File: src/rtl/riscv_lsu_if.sv
// Data-bus bundle between the load/store unit (master) and the memory port (slave).
// Request/grant handshake with a separate response strobe.
interface riscv_lsu_if #(
    parameter int unsigned XLEN = 32
) ();
    logic            o_bus_req;
    logic            o_bus_we;
    logic [XLEN-1:0] o_bus_addr;
    logic [XLEN-1:0] o_bus_wdata;
    logic [3:0]      o_bus_be;
    logic            i_bus_gnt;
    logic            i_bus_rvalid;
    logic [XLEN-1:0] i_bus_rdata;

    modport master (
        output o_bus_req, o_bus_we, o_bus_addr, o_bus_wdata, o_bus_be,
        input  i_bus_gnt, i_bus_rvalid, i_bus_rdata
    );

    modport slave (
        input  o_bus_req, o_bus_we, o_bus_addr, o_bus_wdata, o_bus_be,
        output i_bus_gnt, i_bus_rvalid, i_bus_rdata
    );
endinterface

File: src/rtl/riscv_lsu.sv
// Memory-stage load/store unit: turns M-stage accesses into bus transactions,
// stalls the pipeline while one is outstanding and returns extended load data.
module riscv_lsu #(
    parameter int unsigned XLEN        = 32,
    parameter int unsigned TIMEOUT_CYC = 255
) (
    input  logic             i_clk,
    input  logic             i_rstn,
    input  logic             i_mem_en,
    input  logic             i_mem_we,
    input  logic [2:0]       i_funct3,
    input  logic [XLEN-1:0]  i_addr,
    input  logic [XLEN-1:0]  i_wdata,
    output logic [XLEN-1:0]  o_read_data_m,
    output logic             o_stall,
    output logic             o_misaligned,
    output logic             o_bus_err,
    riscv_lsu_if.master      bus
);
    localparam int unsigned CNT_W = 16;

    typedef enum logic [1:0] {IDLE, REQ, WAIT, DONE} state_e;

    state_e            state_q;
    logic              we_q;
    logic [2:0]        funct3_q;
    logic [1:0]        off_q;
    logic [CNT_W-1:0]  cnt_q;
    logic              bus_req_q;
    logic              bus_we_q;
    logic [XLEN-1:0]   bus_addr_q;
    logic [XLEN-1:0]   bus_wdata_q;
    logic [3:0]        bus_be_q;
    logic [XLEN-1:0]   read_data_q;
    logic              bus_err_q;
    logic              bad_c;
    logic              start_c;

    function automatic logic [XLEN-1:0] fmt_wdata(input logic [2:0] f3, input logic [XLEN-1:0] wd);
        case (f3[1:0])
            2'b00:   return {4{wd[7:0]}};
            2'b01:   return {2{wd[15:0]}};
            default: return wd;
        endcase
    endfunction

    function automatic logic [3:0] fmt_be(input logic we, input logic [2:0] f3, input logic [1:0] off);
        if (!we) return 4'b1111;
        case (f3[1:0])
            2'b00:   return 4'(4'b0001 << off);
            2'b01:   return 4'(4'b0011 << off);
            default: return 4'b1111;
        endcase
    endfunction

    // Lane select by the latched byte offset, then sign/zero extension.
    function automatic logic [XLEN-1:0] extend(input logic [2:0] f3, input logic [1:0] off,
                                               input logic [XLEN-1:0] rd);
        logic [XLEN-1:0] sh;
        sh = rd >> {off, 3'b000};
        case (f3)
            3'b000:  return {{(XLEN-8){sh[7]}}, sh[7:0]};
            3'b100:  return {{(XLEN-8){1'b0}}, sh[7:0]};
            3'b001:  return {{(XLEN-16){sh[15]}}, sh[15:0]};
            3'b101:  return {{(XLEN-16){1'b0}}, sh[15:0]};
            default: return rd;
        endcase
    endfunction

    always_comb begin
        bad_c = 1'b0;
        case (i_funct3)
            3'b000, 3'b100: bad_c = 1'b0;
            3'b001, 3'b101: bad_c = i_addr[0];
            3'b010:         bad_c = (i_addr[1:0] != 2'b00);
            default:        bad_c = 1'b1;
        endcase
    end

    assign o_misaligned = i_mem_en & bad_c;
    assign start_c      = i_mem_en & ~bad_c;
    assign o_stall      = ((state_q == IDLE) & start_c) | (state_q == REQ) | (state_q == WAIT);

    always_ff @(posedge i_clk or negedge i_rstn) begin
        if (!i_rstn) begin
            state_q     <= IDLE;
            we_q        <= 1'b0;
            funct3_q    <= 3'b000;
            off_q       <= 2'b00;
            cnt_q       <= '0;
            bus_req_q   <= 1'b0;
            bus_we_q    <= 1'b0;
            bus_addr_q  <= '0;
            bus_wdata_q <= '0;
            bus_be_q    <= 4'b0000;
            read_data_q <= '0;
            bus_err_q   <= 1'b0;
        end else begin
            case (state_q)
                IDLE: begin
                    bus_err_q <= 1'b0;
                    if (start_c) begin
                        we_q        <= i_mem_we;
                        funct3_q    <= i_funct3;
                        off_q       <= i_addr[1:0];
                        bus_req_q   <= 1'b1;
                        bus_we_q    <= i_mem_we;
                        bus_addr_q  <= {i_addr[XLEN-1:2], 2'b00};
                        bus_wdata_q <= fmt_wdata(i_funct3, i_wdata);
                        bus_be_q    <= fmt_be(i_mem_we, i_funct3, i_addr[1:0]);
                        state_q     <= REQ;
                    end
                end
                REQ: begin
                    // rvalid alongside gnt is ignored; the bus never responds that early
                    if (bus.i_bus_gnt) begin
                        bus_req_q <= 1'b0;
                        cnt_q     <= '0;
                        state_q   <= WAIT;
                    end
                end
                WAIT: begin
                    if (bus.i_bus_rvalid) begin
                        read_data_q <= we_q ? '0 : extend(funct3_q, off_q, bus.i_bus_rdata);
                        state_q     <= DONE;
                    end else if (cnt_q + CNT_W'(1) == CNT_W'(TIMEOUT_CYC)) begin
                        read_data_q <= '0;
                        bus_err_q   <= 1'b1;
                        state_q     <= DONE;
                    end else begin
                        cnt_q <= cnt_q + CNT_W'(1);
                    end
                end
                DONE: begin
                    bus_err_q <= 1'b0;
                    state_q   <= IDLE;
                end
                default: state_q <= IDLE;
            endcase
        end
    end

    assign o_read_data_m   = read_data_q;
    assign o_bus_err       = bus_err_q;
    assign bus.o_bus_req   = bus_req_q;
    assign bus.o_bus_we    = bus_we_q;
    assign bus.o_bus_addr  = bus_addr_q;
    assign bus.o_bus_wdata = bus_wdata_q;
    assign bus.o_bus_be    = bus_be_q;
endmodule

File: src/flat_wrapper.sv
// flat-port wrapper written by rule: the top's interface ports become plain ports
module riscv_lsu_flat 
#(
    parameter int unsigned XLEN        = 32,
    parameter int unsigned TIMEOUT_CYC = 255
)
  (i_clk, i_rstn, i_mem_en, i_mem_we, i_funct3, i_addr, i_wdata, o_read_data_m, o_stall, o_misaligned, o_bus_err, bus_o_bus_req, bus_o_bus_we, bus_o_bus_addr, bus_o_bus_wdata, bus_o_bus_be, bus_i_bus_gnt, bus_i_bus_rvalid, bus_i_bus_rdata);
  riscv_lsu_if #(.XLEN(XLEN)) bus_i ();
  input  logic i_clk;
  input  logic i_rstn;
  input  logic i_mem_en;
  input  logic i_mem_we;
  input  logic [2:0] i_funct3;
  input  logic [XLEN-1:0] i_addr;
  input  logic [XLEN-1:0] i_wdata;
  output logic [XLEN-1:0] o_read_data_m;
  output logic o_stall;
  output logic o_misaligned;
  output logic o_bus_err;
  output wire logic [$bits(bus_i.o_bus_req)-1:0] bus_o_bus_req;
  output wire logic [$bits(bus_i.o_bus_we)-1:0] bus_o_bus_we;
  output wire logic [$bits(bus_i.o_bus_addr)-1:0] bus_o_bus_addr;
  output wire logic [$bits(bus_i.o_bus_wdata)-1:0] bus_o_bus_wdata;
  output wire logic [$bits(bus_i.o_bus_be)-1:0] bus_o_bus_be;
  input wire logic [$bits(bus_i.i_bus_gnt)-1:0] bus_i_bus_gnt;
  input wire logic [$bits(bus_i.i_bus_rvalid)-1:0] bus_i_bus_rvalid;
  input wire logic [$bits(bus_i.i_bus_rdata)-1:0] bus_i_bus_rdata;
  assign bus_o_bus_req = bus_i.o_bus_req;
  assign bus_o_bus_we = bus_i.o_bus_we;
  assign bus_o_bus_addr = bus_i.o_bus_addr;
  assign bus_o_bus_wdata = bus_i.o_bus_wdata;
  assign bus_o_bus_be = bus_i.o_bus_be;
  assign bus_i.i_bus_gnt = bus_i_bus_gnt;
  assign bus_i.i_bus_rvalid = bus_i_bus_rvalid;
  assign bus_i.i_bus_rdata = bus_i_bus_rdata;
  riscv_lsu #(.XLEN(XLEN), .TIMEOUT_CYC(TIMEOUT_CYC)) u_core (.i_clk(i_clk), .i_rstn(i_rstn), .i_mem_en(i_mem_en), .i_mem_we(i_mem_we), .i_funct3(i_funct3), .i_addr(i_addr), .i_wdata(i_wdata), .o_read_data_m(o_read_data_m), .o_stall(o_stall), .o_misaligned(o_misaligned), .o_bus_err(o_bus_err), .bus(bus_i));
endmodule
File: config.mk
export PLATFORM = sky130hd
export DESIGN_NAME = riscv_lsu_flat
export DESIGN_NICKNAME = d
export VERILOG_FILES = /design/src/rtl/riscv_lsu_if.sv /design/src/rtl/riscv_lsu.sv /design/src/flat_wrapper.sv
export SDC_FILE = /design/constraint.sdc
export NUM_CORES = 1
export LEC_CHECK = 0
export ABC_AREA = 1
export CORE_MARGIN = 8
export CORE_UTILIZATION = 43
export CTS_BUF_LIST = sky130_fd_sc_hd__clkbuf_4 sky130_fd_sc_hd__clkbuf_8
export CTS_CLUSTER_DIAMETER = 60
export DETAILED_ROUTE_END_ITERATION = 12
export MAX_ROUTING_LAYER = met4
export PLACE_DENSITY = 0.79
export SLEW_MARGIN = 20
export SYNTH_ARGS = -nofsm -noshare
export SYNTH_HDL_FRONTEND = slang
export SYNTH_SLANG_ARGS = --single-unit
File: constraint.sdc
create_clock -name i_clk -period 1.9 [get_ports i_clk]
set_input_delay 0.285 -clock i_clk [delete_from_list [all_inputs] [get_ports i_clk]]
set_output_delay 0.285 -clock i_clk [all_outputs]
set_load 0.01 [all_outputs]
==> reports/results.tsv, run 1 <==
stage	metric	value	unit
routing	via_per_inst	5.12	
worst_setup_path	crit_buf_inv	3	
worst_setup_path	ff2ff_setup_slack	-0.13	ns
yosys	yosysTopAreaCell	dfrtp_1	
yosys	netlist_instances	821	
yosys	synth.distinct_cells	33	
worst_setup_path	slowest_stage	dfrtp_1	
yosys	ys.flop_type	dfrtp_1	
cts	clkTransAtPathRegs	0.07	ns
sta	max_freq	494	MHz
die	io_pins	210	
power	ir_drop	0.000856	V
routing	first_iter_violations	442	
outcome	status	complete, but fails checks	
sta	setup_viol	48	
layout	drive_above_1_share	13.3	%
place	dp_hpwl	15300	µm
worst_setup_path	cp_top_family	simple AND/OR/NAND/NOR gates	
grt	grt_max_degree	46	
grt	first_global_vias	6678	
routing	vias	6455	
yosys	syn_area	0.00634	mm²
power	power_leakage	4.48	nW
routing	wl_per_cell	16.2	µm
place	io_buffers	207	
sta	tightest_slew	0.617	ns
die	die_area	0.0189	mm²
yosys	synth-edff-count	0	
die	die_w	137	µm
sta	layout_min_cycle_time	2.03	ns
cts	clockBufferDepth	2	
worst_setup_path	critPathArrivalTime	2.35	ns
layout	final_nets	1174	
sta	hold_viol	0	
routing	first_pass_iters	5	
worst_setup_path	cpPeakStageDelay	0.40	ns
die	initial_utilization	43.8	%
layout	area_growth	50.3	%
sta	post-route-period-util	107	%
yosys	ys_top_cells_by_area	dfrtp_1 49%, nand2_1 17%, o21ai_0 5.7%	
worst_setup_path	required	2.22	ns
die	die_h	137	µm
routing	ant_nets	0	
yosys	yosysSeqAreaShare	49.0	%
cts	cts_tree	yes	
flow_run	maxCapViolations	0	
place	globalplace.congestion	0.894	
worst_setup_path	critPathMaxFanout	29	
sta	slew_viol_final	0	
yosys	synthArstFlopShare	100	%
grt	grt-ovfl-total	0	
yosys	synth_area_per_cell	7.72	µm²
grt	antenna_found_initial	0	
cts	cts_max_level	4	
routing	wl	20500	µm
cts	cts_buffers	17	
grt	track_usage	23.2	%
sta	relSlewSlack	58.8	%
yosys	ys_warn_count	0	
worst_setup_path	end_kind	register	
cts	numClockSinks	124	
cts	clk_latency	0.44	ns
yosys	synth_top_area_share	49.0	%
yosys	ys_ff_latch	124	
routing	drt_drc_violations_left	0	
sta	tns	-4.36	ns
worst_setup_path	critPathKind	reg2reg	
sta	finClkSkew	0.0108	ns
die	rows	44	
die	core_area	0.0145	mm²
layout	diodes	0	
worst_setup_path	cp_cell_sequence	buf_6 > nand2_4 > nor2_4 > nand2_4 > o21ai_1 > nand2_1 > inv_1 > nand2_1 > nor2_2 > nand3_4 > buf_12 > nand3_1 > o21ai_0	
sta	whs	0.217	ns
place	pre_cts_slack	-0.539	ns
grt	grt_pass1_wl	33200	µm
power	cellPowerDensity	1360	mW/mm²
cts	cts-root-buf	clkbuf_8	
outcome	violations	setup timing	
power	power.total	12.9	mW
hold_path	hp-class	in2reg	
worst_setup_path	cp-start-kind	register	
sta	rsz0062_at_grt	yes	
sta	layout_setup_ws	-0.125	ns
worst min-delay path: cells and delay by family:
family / cells / cell delay (ns)
AO/OA/AOI/OAI: 1 / 0.09
buffers and inverters: 2 / 0.24
what timing repair did:
item | 4_1_cts | 5_1_grt
hold buffers | 1 | 0
pin swaps | 4 | 6
endpoints found under the setup margin | 56 | 58
gates resized for setup | 37 | 14
hold endpoints to repair | 28 | 0
setup buffers | 2 | 1
stage by stage:
step                instances  util, %  cell area [µm²]
floorplan                 822        -             6350
global placement         1225     61.9             8960
detailed placement       1225     61.9             8960
CTS                      1260     65.5             9480
global route             1261     65.8             9520
finish                   1261     65.8             9520
cells in the mapped netlist, types with 2 or more instances:
cell       number
o21ai_0        72
a2bb2oi_1       4
o21a_1          2
a21oi_1        45
nor2_2          5
nand2_2         6
buf_1           3
inv_1          45
buf_6           4
dfrtp_1       124
nand3_2        12
nor3_1         11
clkbuf_1       29
nor2_1         55
ha_1            5
a22o_1          7
o21ai_1         6
nor2_4          3
nand3_1        46
o221ai_1        7
buf_2           8
buf_4           2
nand4_1        22
nand2_1       289
final cells by class:
cell class / count / area, µm²
tap: 184 / 230
clock inverter: 6 / 83.8
fill: 1205 / 4960
timing repair buffer: 269 / 2630
inverter: 47 / 176
clock buffer: 26 / 327
multi-input combinational: 605 / 2970
sequential: 124 / 3100
per-layer routing:
metal	wire, µm	vias up	GRT usage [%]
met4	305	0	7.36
met2	9760	257	36.5
met3	2240	23	10.2
li1	-	3187	-
met1	8150	2988	26.0
met5	0	-	-
flip-flops by register name, summed over array words and instances (netlist names):
name / cells
u_core.bus.o_bus_addr: 30
u_core.bus.o_bus_be: 4
u_core.bus.o_bus_req: 1
u_core.bus.o_bus_wdata: 32
u_core.cnt_q: 16
u_core.funct3_q: 3
u_core.o_bus_err: 1
u_core.o_read_data_m: 32
u_core.off_q: 2
u_core.state_q: 2
u_core.we_q: 1
cell usage in the layout, fill, tap and decap left out, types with 7 or more instances in the layout:
cell,n
a22o_1,7
nand2_1,287
inv_1,43
nor2_4,7
buf_4,52
nor2_1,49
nand3_2,15
o21ai_1,17
clkbuf_8,21
clkdlybuf4s50_1,202
a21oi_1,44
o21ai_0,61
nor2_2,7
o221ai_1,7
buf_12,7
nand4_1,22
nor3_1,11
nand3_1,41
dfrtp_1,123
power breakdown:
group          switching [mW]  internal (mW)
clock network            1.03           1.38
registers               0.654           3.69
logic                    3.10           3.09
cells by family after synthesis:
kind of cell,Yosys count,synth area share (%)
flip-flops,124,49.0
XOR/XNOR,1,0.138
other,1,0.0592
AND/OR/NAND/NOR,451,30.8
adder cells (fa/ha/maj),5,0.987
buffers and inverters,93,6.26
AO/OA/AOI/OAI,146,12.8
final timing paths:
path,from,to,depth (start not counted)
worst max-delay path,u_core.cnt_q[1],u_core.o_read_data_m[29],13
worst min-delay path,i_funct3[0],u_core.funct3_q[0],3
worst min register to register,u_core.o_bus_err,u_core.o_bus_err,2
worst max register to register,u_core.cnt_q[1],u_core.o_read_data_m[29],13
max in group asynchronous,i_rstn,u_core.o_read_data_m[9],3
min in group asynchronous,i_rstn,u_core.bus.o_bus_addr[14],2
Note: power is estimated with default switching activity, not from simulation.
==> run 2: changes to the inputs <==
--- a/config.mk
+++ b/config.mk
@@ -7,12 +7,13 @@
 export LEC_CHECK = 0
 export ABC_AREA = 1
 export CORE_MARGIN = 8
-export CORE_UTILIZATION = 43
-export CTS_BUF_LIST = sky130_fd_sc_hd__clkbuf_4 sky130_fd_sc_hd__clkbuf_8
+export CORE_UTILIZATION = 42
+export CTS_BUF_LIST = sky130_fd_sc_hd__clkbuf_8 sky130_fd_sc_hd__clkbuf_16
 export CTS_CLUSTER_DIAMETER = 60
 export DETAILED_ROUTE_END_ITERATION = 12
+export HOLD_SLACK_MARGIN = 0.15
 export MAX_ROUTING_LAYER = met4
-export PLACE_DENSITY = 0.79
+export PLACE_DENSITY = 0.77
 export SLEW_MARGIN = 20
 export SYNTH_ARGS = -nofsm -noshare
 export SYNTH_HDL_FRONTEND = slang
==> constraint.sdc (replaced) <==
create_clock -name i_clk -period 1.9 [get_ports i_clk]
set_input_delay 0.38 -clock i_clk [delete_from_list [all_inputs] [get_ports i_clk]]
set_output_delay 0.38 -clock i_clk [all_outputs]
set_load 0.01 [all_outputs]
==> run 2 against run 1 <==
The run still ends with setup timing left. Count of clock-buffer cells in the layout is 8 lower. Sequential power is 1% higher. Via count is 4.7% higher. Fmax shrank 7.9%. First-iteration DRC count up 33%. Cell area up 4.7%. Routed wire length rose by 8.0%. Die area rose by 2.1%. Setup slack lost 0.17 ns. Sequential cell count unchanged. Critical path type unchanged. Largest power group unchanged.
==> reports/results.tsv, run 2 (same netlist as run 1, synthesis figures left out) <==
stage	metric	value	unit	change
sta	layout_setup_ws	-0.300	ns	was -0.125 ns
hold_path	hp-class	in2async		was in2reg
worst_setup_path	ff2ff_setup_slack	-0.30	ns	was -0.13 ns
layout	drive_above_1_share	15.5	%	was 13.3%
worst_setup_path	critPathArrivalTime	2.56	ns	was 2.35 ns
layout	area_growth	57.3	%	was 50.3%
outcome	violations	setup timing		unchanged
sta	setup_viol	51		was 48
worst_setup_path	r2r-start	u_core.cnt_q[1]		unchanged
routing	vias	6757		was 6455
worst_setup_path	end_kind	register		unchanged
die	die_area	0.0193	mm²	was 0.0189 mm²
die	initial_utilization	42.3	%	was 43.8%
cts	clkTransAtPathRegs	0.06	ns	was 0.07 ns
routing	via_per_inst	5.27		was 5.12
place	dp_hpwl	15100	µm	was 15300 µm
grt	track_usage	23.5	%	was 23.2%
outcome	status	complete, but fails checks		unchanged
sta	hold_viol	0		unchanged
worst_setup_path	required	2.26	ns	was 2.22 ns
die	core_area	0.0150	mm²	was 0.0145 mm²
routing	first_pass_iters	5		unchanged
sta	relSlewSlack	54.0	%	was 58.8%
worst_setup_path	critPathMaxFanout	8		was 29
power	cellPowerDensity	1410	mW/mm²	was 1360 mW/mm²
routing	wl	22100	µm	was 20500 µm
place	globalplace.congestion	0.901		was 0.894
sta	max_freq	455	MHz	was 494 MHz
cts	numClockSinks	124		unchanged
sta	slew_viol_final	0		unchanged
sta	post-route-period-util	116	%	was 107%
sta	tightest_slew	0.690	ns	was 0.617 ns
layout	fill_cells	1204		was 1205
cts	clockBufferDepth	2		unchanged
cts	cts-root-buf	clkbuf_16		was clkbuf_8
worst_setup_path	worstReg2RegEnd	u_core.cnt_q[8]		was u_core.o_read_data_m[29]
die	die_h	139	µm	was 137 µm
routing	wl_per_cell	17.2	µm	was 16.2 µm
routing	drt_drc_violations_left	0		unchanged
grt	grt_max_degree	83		was 46
layout	final_common_cell	nand2_1		unchanged
grt	grt-ovfl-total	0		unchanged
place	io_buffers	207		unchanged
worst_setup_path	critPathKind	reg2reg		unchanged
cts	clk_latency	0.42	ns	was 0.44 ns
layout	final_nets	1190		was 1174
flow_run	maxCapViolations	0		unchanged
layout	final_core_util	66.6	%	was 65.8%
power	power.total	14.0	mW	was 12.9 mW
die	io_pins	210		unchanged
grt	antenna_found_initial	1		was 0
cts	cts_tree	yes		unchanged
worst_setup_path	cp-start-kind	register		unchanged
sta	layout_min_cycle_time	2.20	ns	was 2.03 ns
die	rows	45		was 44
grt	first_global_vias	6765		was 6678
place	dpl_cell_area	0.00895	mm²	was 0.00896 mm²
grt	grt_pass1_wl	35100	µm	was 33200 µm
sta	tns	-13.44	ns	was -4.36 ns
routing	first_iter_violations	590		was 442
power	power_leakage	4.65	nW	was 4.48 nW
layout	fin_area	0.00997	mm²	was 0.00952 mm²
sta	rsz0062_at_grt	yes		unchanged
cts	cts_buffers	17		unchanged
power	ir_drop	0.000837	V	was 0.000856 V
routing	ant_nets	0		unchanged
die	die_w	139	µm	was 137 µm
worst_setup_path	reg2reg_depth	15		was 13
sta	finClkSkew	0.00854	ns	was 0.0108 ns
layout	layout_common_cells	284 x nand2_1, 200 x clkdlybuf4s50_1, 122 x dfrtp_1		was 287 x nand2_1, 202 x clkdlybuf4s50_1, 123 x dfrtp_1
cts	cts_max_level	4		unchanged
-- run 2: changes by cell type in the layout (fill, tap and decap cells not counted), moves of 4 or more --
cell / change
clkbuf_16: +18
buf_6: +4
nand3_1: -5
nand2_2: +4
clkbuf_4: -5
clkbuf_8: -20
clkinvlp_4: +4
buf_4: +8
-- run 2: metrics by stage --
stage	std cells	worst slack, ns	hold slack (ns)
after global routing	1282	-0.380	0.282
after CTS	1276	-0.168	0.279
after global placement	1228	-0.784	0.188
after floorplan	822	0.00244	0.0844
after detailed placement	1228	-0.808	0.190
final	1282	-0.300	0.293
-- run 2: where the power goes --
| part | switching, mW | internal (mW) | total (mW) |
|---|---|---|---|
| Clock | 1.19 | 1.94 | 3.13 |
| Combinational | 3.22 | 3.27 | 6.49 |
| Sequential | 0.705 | 3.69 | 4.40 |
-- run 2: critical path, stage by stage (launching register included) --
cell and delay (ns):
dfrtp_1 0.39, ha_4 0.19, nand2_4 0.07, nor2_4 0.17, nand3_2 0.11, nand2_2 0.10, nand2_1 0.06, nor2_1 0.13
nand2_1 0.12, nor2_4 0.16, nand3_4 0.13, buf_6 0.15, nand3_4 0.09, clkbuf_16 0.17, nand2_1 0.05, nand2_1 0.06
-- run 2: layer usage --
metal	global-route usage, %	wire length, µm
met3	9.74	2440
met1	27.5	8890
met4	7.97	399
met5	-	0
met2	36.1	10400
-- run 2: area by class of cell --
type	instances	area, µm²	share of cell area, %
multi-input cells	605	3020	30.3
inverters	47	179	1.79
repair buffers	285	2850	28.6
clock inverters	14	133	1.33
flip-flops and latches	124	3110	31.2
well taps	188	235	2.36
clock buffers	18	439	4.41
diodes	1	2.50	0.0251
-- run 2: how the worst max path moves through the flow --
stage                                to  slack, ns             from
4_1_cts        u_core.o_read_data_m[24]      -0.17  u_core.cnt_q[0]
2_1_floorplan   u_core.o_read_data_m[5]      0.002  u_core.cnt_q[1]
3_3_place_gp               o_misaligned      -0.78        i_addr[0]
3_5_place_dp                    o_stall      -0.81        i_addr[0]
5_1_grt        u_core.o_read_data_m[21]      -0.38  u_core.cnt_q[1]
6_report                u_core.cnt_q[8]      -0.30  u_core.cnt_q[1]
-- run 2: repair_timing --
item,4_1_cts,5_1_grt
buffers inserted,11,4
gates cloned,4,1
gates resized for setup,56,18
pin swaps,11,4
hold endpoints to repair,124,0
setup endpoints to repair,121,53
hold buffers,1,0
